**config.mk**
```make
export PLATFORM = sky130hd
export DESIGN_NAME = regs_wb_scheduler
export DESIGN_NICKNAME = d
export VERILOG_FILES = /design/src/rtl/regs_wb_scheduler.sv
export SDC_FILE = /design/constraint.sdc
export NUM_CORES = 1
export LEC_CHECK = 0
export BUFFER_PORTS_ARGS = -buffer_cell sky130_fd_sc_hd__buf_4
export CAP_MARGIN = 10
export CORE_MARGIN = 3
export CORE_UTILIZATION = 50
export CTS_CLUSTER_DIAMETER = 30
export DETAILED_ROUTE_END_ITERATION = 7
export PLACE_DENSITY = 0.83
export SYNTH_ARGS = -nofsm -noshare
export SYNTH_HDL_FRONTEND = slang
export SYNTH_SLANG_ARGS = --single-unit
```
**constraint.sdc**
```tcl
create_clock -name clk -period 4.5 [get_ports clk]
set_clock_uncertainty 0.15 [all_clocks]
set_input_delay 0.45 -clock clk [delete_from_list [all_inputs] [get_ports clk]]
set_output_delay 0.45 -clock clk [all_outputs]
set_load 0.02 [all_outputs]
```
**src/rtl/regs_wb_scheduler.sv**
```systemverilog
// Writeback scheduler for the 32x32 integer register file: shares the single write
// port between the pipeline and a 2-entry multicycle result FIFO, and tracks pending registers.
module regs_wb_scheduler #(
    parameter int STARVE_LIMIT = 4
) (
    input  logic        clk,
    input  logic        rst,
    input  logic        p_we,
    input  logic [4:0]  p_addr,
    input  logic [31:0] p_data,
    input  logic        m_valid,
    output logic        m_ready,
    input  logic [4:0]  m_addr,
    input  logic [31:0] m_data,
    input  logic        iss_valid,
    input  logic [4:0]  iss_addr,
    input  logic [4:0]  rs1,
    input  logic [4:0]  rs2,
    input  logic [4:0]  rd_chk,
    output logic        stall,
    output logic        pipe_hold,
    output logic        rf_we,
    output logic [4:0]  rf_waddr,
    output logic [31:0] rf_wdata,
    output logic [31:0] busy_vec,
    output logic [1:0]  fifo_count
);

    localparam logic [3:0] LIMIT = 4'(STARVE_LIMIT);

    typedef struct packed {
        logic [4:0]  addr;
        logic [31:0] data;
    } entry_t;

    entry_t      fifo_q [2];
    entry_t      fifo_d [2];
    logic        head_q, head_d;
    logic [1:0]  count_q, count_d;
    logic [31:0] busy_q, busy_d;
    logic [3:0]  starve_q, starve_d;

    logic   pipe_act;
    logic   fifo_empty;
    logic   drain;
    logic   enq;
    logic   wr_ptr;
    entry_t head_entry;

    assign pipe_act   = p_we && (p_addr != 5'd0);
    assign fifo_empty = (count_q == 2'd0);
    assign drain      = !pipe_act && !fifo_empty;
    assign head_entry = fifo_q[head_q];

    // Readiness is a decode of occupancy only, so a full FIFO never accepts even while draining.
    assign m_ready = (count_q != 2'd2);
    assign enq     = m_valid && m_ready && (m_addr != 5'd0);
    assign wr_ptr  = head_q ^ count_q[0];

    // Write port: the pipeline cannot be back-pressured, so it always wins.
    always_comb begin
        // NOTE: every signal driven here gets a default first, so no path leaves it unassigned and no latch is inferred.
        rf_we    = 1'b0;
        rf_waddr = 5'd0;
        rf_wdata = 32'd0;
        if (pipe_act) begin
            rf_we    = 1'b1;
            rf_waddr = p_addr;
            rf_wdata = p_data;
        end else if (!fifo_empty) begin
            rf_we    = 1'b1;
            rf_waddr = head_entry.addr;
            rf_wdata = head_entry.data;
        end
    end

    always_comb begin
        fifo_d = fifo_q;
        head_d = head_q;
        count_d = count_q;
        if (enq) begin
            fifo_d[wr_ptr] = '{addr: m_addr, data: m_data};
        end
        if (drain) begin
            head_d = ~head_q;
        end
        case ({enq, drain})
            2'b10:   count_d = count_q + 2'd1;
            2'b01:   count_d = count_q - 2'd1;
            default: count_d = count_q;
        endcase
    end

    // Clear before set so a re-issue in the commit cycle keeps the register busy.
    always_comb begin
        busy_d = busy_q;
        if (drain) begin
            busy_d[head_entry.addr] = 1'b0;
        end
        if (iss_valid && (iss_addr != 5'd0)) begin
            busy_d[iss_addr] = 1'b1;
        end
        busy_d[0] = 1'b0;
    end

    always_comb begin
        starve_d = starve_q;
        if (fifo_empty || drain) begin
            starve_d = 4'd0;
        end else if (starve_q != LIMIT) begin
            starve_d = starve_q + 4'd1;
        end
    end

    always_ff @(posedge clk or posedge rst) begin
        // NOTE: sequential state uses non-blocking assignments so all flops update from pre-edge values.
        if (rst) begin
            head_q   <= 1'b0;
            count_q  <= 2'd0;
            busy_q   <= 32'd0;
            starve_q <= 4'd0;
        end else begin
            head_q   <= head_d;
            count_q  <= count_d;
            busy_q   <= busy_d;
            starve_q <= starve_d;
        end
    end

    // NOTE: FIFO storage is not reset; count_q gates every read, so stale contents are never observed.
    always_ff @(posedge clk) begin
        fifo_q <= fifo_d;
    end

    assign busy_vec   = busy_q;
    assign fifo_count = count_q;
    assign pipe_hold  = (starve_q == LIMIT);
    assign stall      = busy_q[rs1] | busy_q[rs2] | busy_q[rd_chk];

endmodule

```
After elaboration in Yosys (flattened, before gate mapping)
Cells that the tools add are included. W data, S select, Z words.

ROM bits: 0. Bits in registers: 112. RAM bits: 0. Output and inout port bits: 75. Input bits: 99. Memories kept: 0. Latch bits: 0.

Eq/ne operators: 5. Mux-type cells: 27. Add/sub/neg operators: 3. Order comparisons: 10. $mul: 0. Divide/modulo/power cells: 0. Shifts and indexed selects: 0. Bitwise gates (word level): 9. Reductions and logical operators: 17.

Operators by type and width (number): $mux W37 (4); $mux W32 (4); $bwmux W74 (1); $demux W37 S1 (1); $and A32 B32 Y32 (1); $not A32 Y32 (1); $or A32 B32 Y32 (1); $lt A5 B6 Y1 const B (5); $bmux W1 S5 (3); $reduce_bool A5 Y1 (3); $demux W1 S5 (2); $ge A5 B1 Y1 const B (2); $mux W5 (2); $logic_and A1 B1 Y1 (8); $mux W4 (2); $mux W1 (7); $add A4 B1 Y4 const B (1); $eq A4 B3 Y1 const B (1); $ge A2 B2 Y1 const B (2); $ne A4 B3 Y1 const B (1); $not A1 Y2 (2); $pmux W2 S2 (1); $reduce_bool A2 Y1 (2); $add A2 B1 Y2 const B (1); other kinds (11) (13).

Logic depth before layout (Yosys ltp)
Gate-level depths: netlist (run 1).

Depth after elaboration: 13. Gate-level depth with buffers: 8.

Least setup slack after synthesis (run 1)
OpenSTA, ideal clock, no wires.

Path type: reg-to-reg. Start: register count_q[0] (netlist: fifo_count[0]). End: register fifo_q[0] (netlist name), enable pin. Stages on the path, launching flop included: 5. Arrival: 2.818 ns. Path slack: 1.097 ns. Data required time: 3.915 ns. Cells stage by stage: dfrtp_1 clkbuf_1 nand2b_1 o211ai_1 nor2b_1.

Cells in the longest elaborated chain, start to end: 3.

Ends and longest elaborated chain: start: declaration (RTL line 39) `logic [1:0] count_q, count_d;`; start signal: assignment (RTL line 124) `count_q <= count_d;`; $ne A2 B2 Y1 (RTL line 56) `assign m_ready = (count_q != 2'd2);`; net m_ready (RTL line 12) `output logic m_ready,`; $logic_and A1 B1 Y1 (2 in a row) (RTL line 57) `assign enq = m_valid && m_ready && (m_addr != 5'd0);`; end signal: assignment (RTL line 132) `fifo_q <= fifo_d;`; end: declaration (RTL line 36) `entry_t fifo_q [2];`.

The timed path passes the listed nets, and every way through them passes these cells. A chain may end at the register's enable or synchronous reset.

Final worst setup path (run 1)
Start: input p_addr[2]. End: output rf_wdata[7].

Cells in the longest elaborated chain, start to end: 3.

Ends and longest elaborated chain: start: declaration (RTL line 9) `input logic [4:0] p_addr,`; $reduce_bool A5 Y1 (RTL line 50) `assign pipe_act = p_we && (p_addr != 5'd0);`; $logic_and A1 B1 Y1 (RTL line 50); $mux W32 (RTL line 66) `if (pipe_act) begin`; end: declaration (RTL line 24) `output logic [31:0] rf_wdata,`.

No other way between the ends.

==> impl_metrics.yaml, run 1 <==
run_status:
  outcome: "complete, no violations"
yosys:
  yosys.area_share.simple: 0.1031
  yosys.cell_count.top_type: "edfxtp_1"
  synth_fa_ha_area_frac: 0.006579
  synth-async-reset-ratio: 0.3393
  synth_top_family_by_area: "multiplexers"
  synth-edff-count: 74
  ys_seq_area_frac: 0.5561
  synth-compound-area-share: 0.1410
  syn_area_per_cell_um2: 12.06
  yosys-top-cells-area: "edfxtp_1 (39%), dfrtp_1 (17%), mux2i_1 (8.1%)"
  synth_cells: 473
  synth.area.mux_share: 0.1537
  netlist.area_leader.share: 0.3895
  yosys.area_share.xor_xnor: 0.01075
  synth_nets: 575
  synth_commonest_cells: "edfxtp_1 (74), nand2_1 (55), o21ai_0 (48), mux2i_1 (46), dfrtp_1 (38)"
  yosysUniqueCellTypes: 48
  synth_top_area_cell: "edfxtp_1"
  synth_area_um2: 5705
  yosys_register_bits: 112
  yosysWarnings: 0
  synth_ff_type: "edfxtp_1"
floorplan:
  row_count: 38
  boundaryPins: 174
  start_util: 0.5195
  die-area_um2: 12730
  fp.dieW_um: 112.8
  fp.dieH_um: 112.8
  core_um2: 10980
sta:
  hold_violations: 0
  slew_viol_final: 0
  max_freq_mhz: 335.8
  worst_pin_slew_ns: 1.186
  finalCriticalPeriod_ns: 2.978
  rsz0062_at_grt: "false"
  relSlewSlack: 0.2092
  setup_viol_count_final: 0
  worst_slack_ns: 1.522
  finalSetupTns_ns: 0
  period_share: 0.6618
routing:
  vias_per_cell: 6.073
  wirelength_um: 15610
  drc_errors: 0
  drt_iter0_drc: 419
  num_vias: 4713
  ant_nets: 0
  dr.pass1.iters: 5
  wl_per_cell_um: 20.11
grt:
  antenna_found_initial: 0
  grtUsageTotal: 0.2458
  grt_overflow: 0
  grt_pass1_wl_um: 24950
  grt_max_degree: 72
  grt_pass1_vias: 4801
cells_and_area:
  utilization: 0.6728
  antenna-diode-count: 0
  drive_above_1_share: 0.3538
  design_area_um2: 7390
  final_nets: 733
  area_growth_pct: 29.52
setup_path:
  reg2reg_to: "fifo_q[72]"
  critPathKind: "in2out"
  r2r_slack_ns: 2.05
  crit_fanout: 71
  ff2ff_path_depth: 3
  worstPathRequired_ns: 3.90
  reg2reg_from: "fifo_count[0]"
  arrival_ns: 2.38
  startpoint_type: "primary input"
  worstSetupEndpointType: "output port"
place:
  place_area_um2: 7093
  place_hpwl_um: 11640
  gp_congestion: 0.9135
  pre_cts_ws_ns: 1.496
  port_buffers: 172
cts:
  clockBufferDepth: 2
  cts_root_buffer: "clkbuf_16"
  cts_tree: "yes"
  numCtsBuffers: 9
  path_clk_slew_ns: 0.07
  postCtsSetupRepairBufs: 0
  clock_latency_ns: 0.35
  clock-sinks: 112
  h-tree-depth: 3
  hold_buffers: 0
  postCtsResizedCells: 0
min_path:
  hold_class: "in2async"
power:
  ir_drop_uv: 424.1
  p_per_area_nw_per_um2: 647.5
  total_power_w: 0.004785
  leakage_nw: 3.030
flow_run:
  maxCapViolCount: 0
[power breakdown]
| part | internal, W | switching [W] | total [W] |
|---|---|---|---|
| Clock | 0.000430 | 0.000352 | 0.000782 |
| Combinational | 0.000891 | 0.00123 | 0.00212 |
| Sequential | 0.00154 | 0.000341 | 0.00189 |
[stage by stage]
step | std cells | hold slack (ns)
floorplan | 473 | 0.3989
global placement | 760 | 0.4156
detailed placement | 760 | 0.4328
CTS | 776 | 0.08297
global route | 776 | 0.1181
finish | 776 | 0.06406
[cell families (layout without fill, tap and decap cells)]
family / count (synthesis) / count (layout)
compound gates: 127 / 127
flops: 112 / 112
fa+ha+maj: 3 / 3
simple gates: 115 / 115
mux: 70 / 70
buf+inv: 38 / 201
other cells: 1 / 1
xor+xnor: 7 / 7
[cell usage in the layout, fill, tap and decap left out, types with 8 or more instances in the layout]
cell,synthesis,layout
dfrtp_1,38,37
nor2_1,10,8
nand2_1,55,55
edfxtp_1,74,74
o21ai_0,48,48
clkbuf_16,0,9
inv_1,11,11
o31ai_1,37,37
o21ai_1,15,15
mux2_2,11,11
mux4_2,13,13
mux2i_1,46,46
buf_4,2,174
[how the worst max path moves through the flow]
stage / from / endpoint / cells after the start
6_report: p_addr[2] / rf_wdata[7] / 5
5_1_grt: p_addr[2] / rf_waddr[4] / 6
2_1_floorplan: fifo_count[0] / fifo_q[0] / 4
4_1_cts: p_addr[2] / rf_wdata[7] / 5
3_5_place_dp: p_addr[2] / rf_wdata[7] / 5
3_3_place_gp: p_addr[2] / rf_wdata[7] / 5
[cell type report]
class / instances / area, um^2
fillers: 771 / 3593
flip-flops and latches: 112 / 3174
multi-input cells: 323 / 2396
repair buffers: 174 / 1306
clock buffers: 13 / 274.0
well taps: 140 / 175.2
inverters: 11 / 41.29
clock inverters: 3 / 22.52
[state kept, by name, summed over array words and instances, names as in the netlist]
signal and cells:
fifo_q 74, busy_vec 31, starve_q 4, fifo_count 2
head_q 1
[worst max-delay path, stage by stage]
cell	delay (ns)
buf_4	0.12
or4_4	0.53
o21a_2	0.59
o31ai_1	0.48
buf_4	0.21
[per-layer routing]
layer,global-route usage,part of all wire,wire (um)
met5,0,0,0
met4,0.07612,0.018,274
met3,0.06738,0.093,1455
met2,0.4115,0.50,7750
met1,0.3131,0.39,6125
Note: power is estimated with default switching activity, not from simulation.
==> run 2, diff against run 1 <==
==> constraint.sdc (replaced) <==
create_clock -name clk -period 3 [get_ports clk]
set_clock_uncertainty 0.15 [all_clocks]
set_input_delay 0.3 -clock clk [delete_from_list [all_inputs] [get_ports clk]]
set_output_delay 0.3 -clock clk [all_outputs]
set_load 0.02 [all_outputs]
==> impl_metrics.yaml, run 2 (same netlist as run 1, synthesis figures left out) <==
place:
  place_area_um2: 7178
  place_hpwl_um: 11840
  port_buffers: 172
  gp_congestion: 0.9462
cts:
  path_clk_slew_ns: 0.07
  numCtsBuffers: 9
  postCtsResizedCells: 0
  cts_root_buffer: "clkbuf_16"
  clockBufferDepth: 2
  clock-sinks: 112
  cts_tree: "yes"
  h-tree-depth: 3
  clock_latency_ns: 0.36
routing:
  drc_errors: 0
  wl_per_cell_um: 21.45
  wirelength_um: 17610
  num_vias: 5080
  ant_nets: 0
  drt_iter0_drc: 375
  dr.pass1.iters: 5
  vias_per_cell: 6.188
min_path:
  hold_class: "in2reg"
sta:
  rsz0062_at_grt: "false"
  finalCriticalPeriod_ns: 2.746
  worst_pin_slew_ns: 0.7466
  period_share: 0.9153
  relSlewSlack: 0.5011
  slew_viol_final: 0
  hold_violations: 0
  setup_viol_count_final: 0
  finalSetupTns_ns: 0
  max_freq_mhz: 364.2
cells_and_area:
  largest_reg_flops: 74
  drive_above_1_share: 0.3392
  antenna-diode-count: 0
  mostFrequentLayoutCells: "buf_4 (180), edfxtp_1 (74), nand2_1 (55)"
  area_growth_pct: 37.81
  regMostFlops: "fifo_q"
  utilization: 0.7159
  mostFrequentLayoutCell: "buf_4"
  design_area_um2: 7863
  final_nets: 778
grt:
  grt_max_degree: 42
  grtUsageTotal: 0.2765
  grt_pass1_wl_um: 27440
  grt_overflow: 0
  antenna_found_initial: 0
  grt_pass1_vias: 5132
power:
  leakage_nw: 3.236
  ir_drop_uv: 605.8
  p_per_area_nw_per_um2: 946.9
  total_power_w: 0.007445
floorplan:
  row_count: 38
  fp.dieH_um: 112.8
  fp.dieW_um: 112.8
  die-area_um2: 12730
  start_util: 0.5195
  boundaryPins: 174
  core_um2: 10980
setup_path:
  arrival_ns: 2.30
  worstSetupEndpointType: "output port"
  startpoint_type: "flip-flop"
  worstPathRequired_ns: 2.55
  critPathKind: "reg2out"
  crit_fanout: 5
run_status:
  outcome: "complete, no violations"
flow_run:
  maxCapViolCount: 0
-- run 2: changes by cell type in the layout (fill, tap and decap cells not counted), sizes merged --
cell / before / now
bufinv: 0 / 2
inv: 13 / 11
buf: 174 / 182
clkinv: 0 / 2
dlygate4sd3: 0 / 37
clkbuf: 13 / 11
-- run 2: metal layers --
layer  up-vias  global-route usage  wire, um
li1       2231                   -         -
met5         -                   0         0
met4         0              0.1122       683
met1      2414              0.3338      6511
met2       367              0.4779      8757
met3        68             0.06524      1655
-- run 2: critical path, stage by stage, from the launching register on --
cell	delay, ns
dfrtp_1	0.46
mux4_2	0.48
mux2i_1	0.22
o32ai_1	0.12
nor4_1	0.35
nand4_1	0.15
buf_4	0.18
-- run 2: timing repair --
item                      CTS  global route
setup buffers               0             0
hold buffers               37             0
hold endpoints to repair  110             0
-- run 2: final cells by class --
type / instances / area (um^2)
Tap cell: 140 / 175.2
Clock buffer: 11 / 232.7
Clock inverter: 5 / 81.33
Fill cell: 691 / 3120
Inverter: 11 / 41.29
Sequential cell: 112 / 3174
Multi-Input combinational cell: 323 / 2396
Timing Repair Buffer: 219 / 1762
-- run 2: path summary, 6_finish.rpt --
kind | from | end | slack, ns | cells after the start
min in group asynchronous | rst | starve_q[2] | 0.47 | 4
max in group asynchronous | rst | head_q | 1.88 | 4
hold / removal | m_addr[0] | fifo_q[69] | 0.008 | 1
setup reg to reg | head_q | busy_vec[2] | 0.71 | 5
setup / recovery | busy_vec[11] | stall | 0.25 | 6
hold reg to reg | busy_vec[15] | busy_vec[15] | 0.45 | 2
-- run 2: power breakdown --
part / switching (W) / internal, W / leakage, nW / total [W]
logic: 0.00193 / 0.00144 / 1.94 / 0.00336
clock network: 0.000541 / 0.000733 / 0.150 / 0.00127
registers: 0.000498 / 0.00231 / 1.15 / 0.00281
total: 0.00297 / 0.00448 / 3.24 / 0.00744
-- run 2: per-stage QoR --
stage	hold WS [ns]	std cells	setup slack, ns
after CTS	0.008945	821	0.3759
after global placement	0.2926	768	0.5069
after detailed placement	0.2921	768	0.4317
final	0.007534	821	0.2542
after floorplan	0.2489	473	0.2632
after global routing	0.008615	821	0.2238
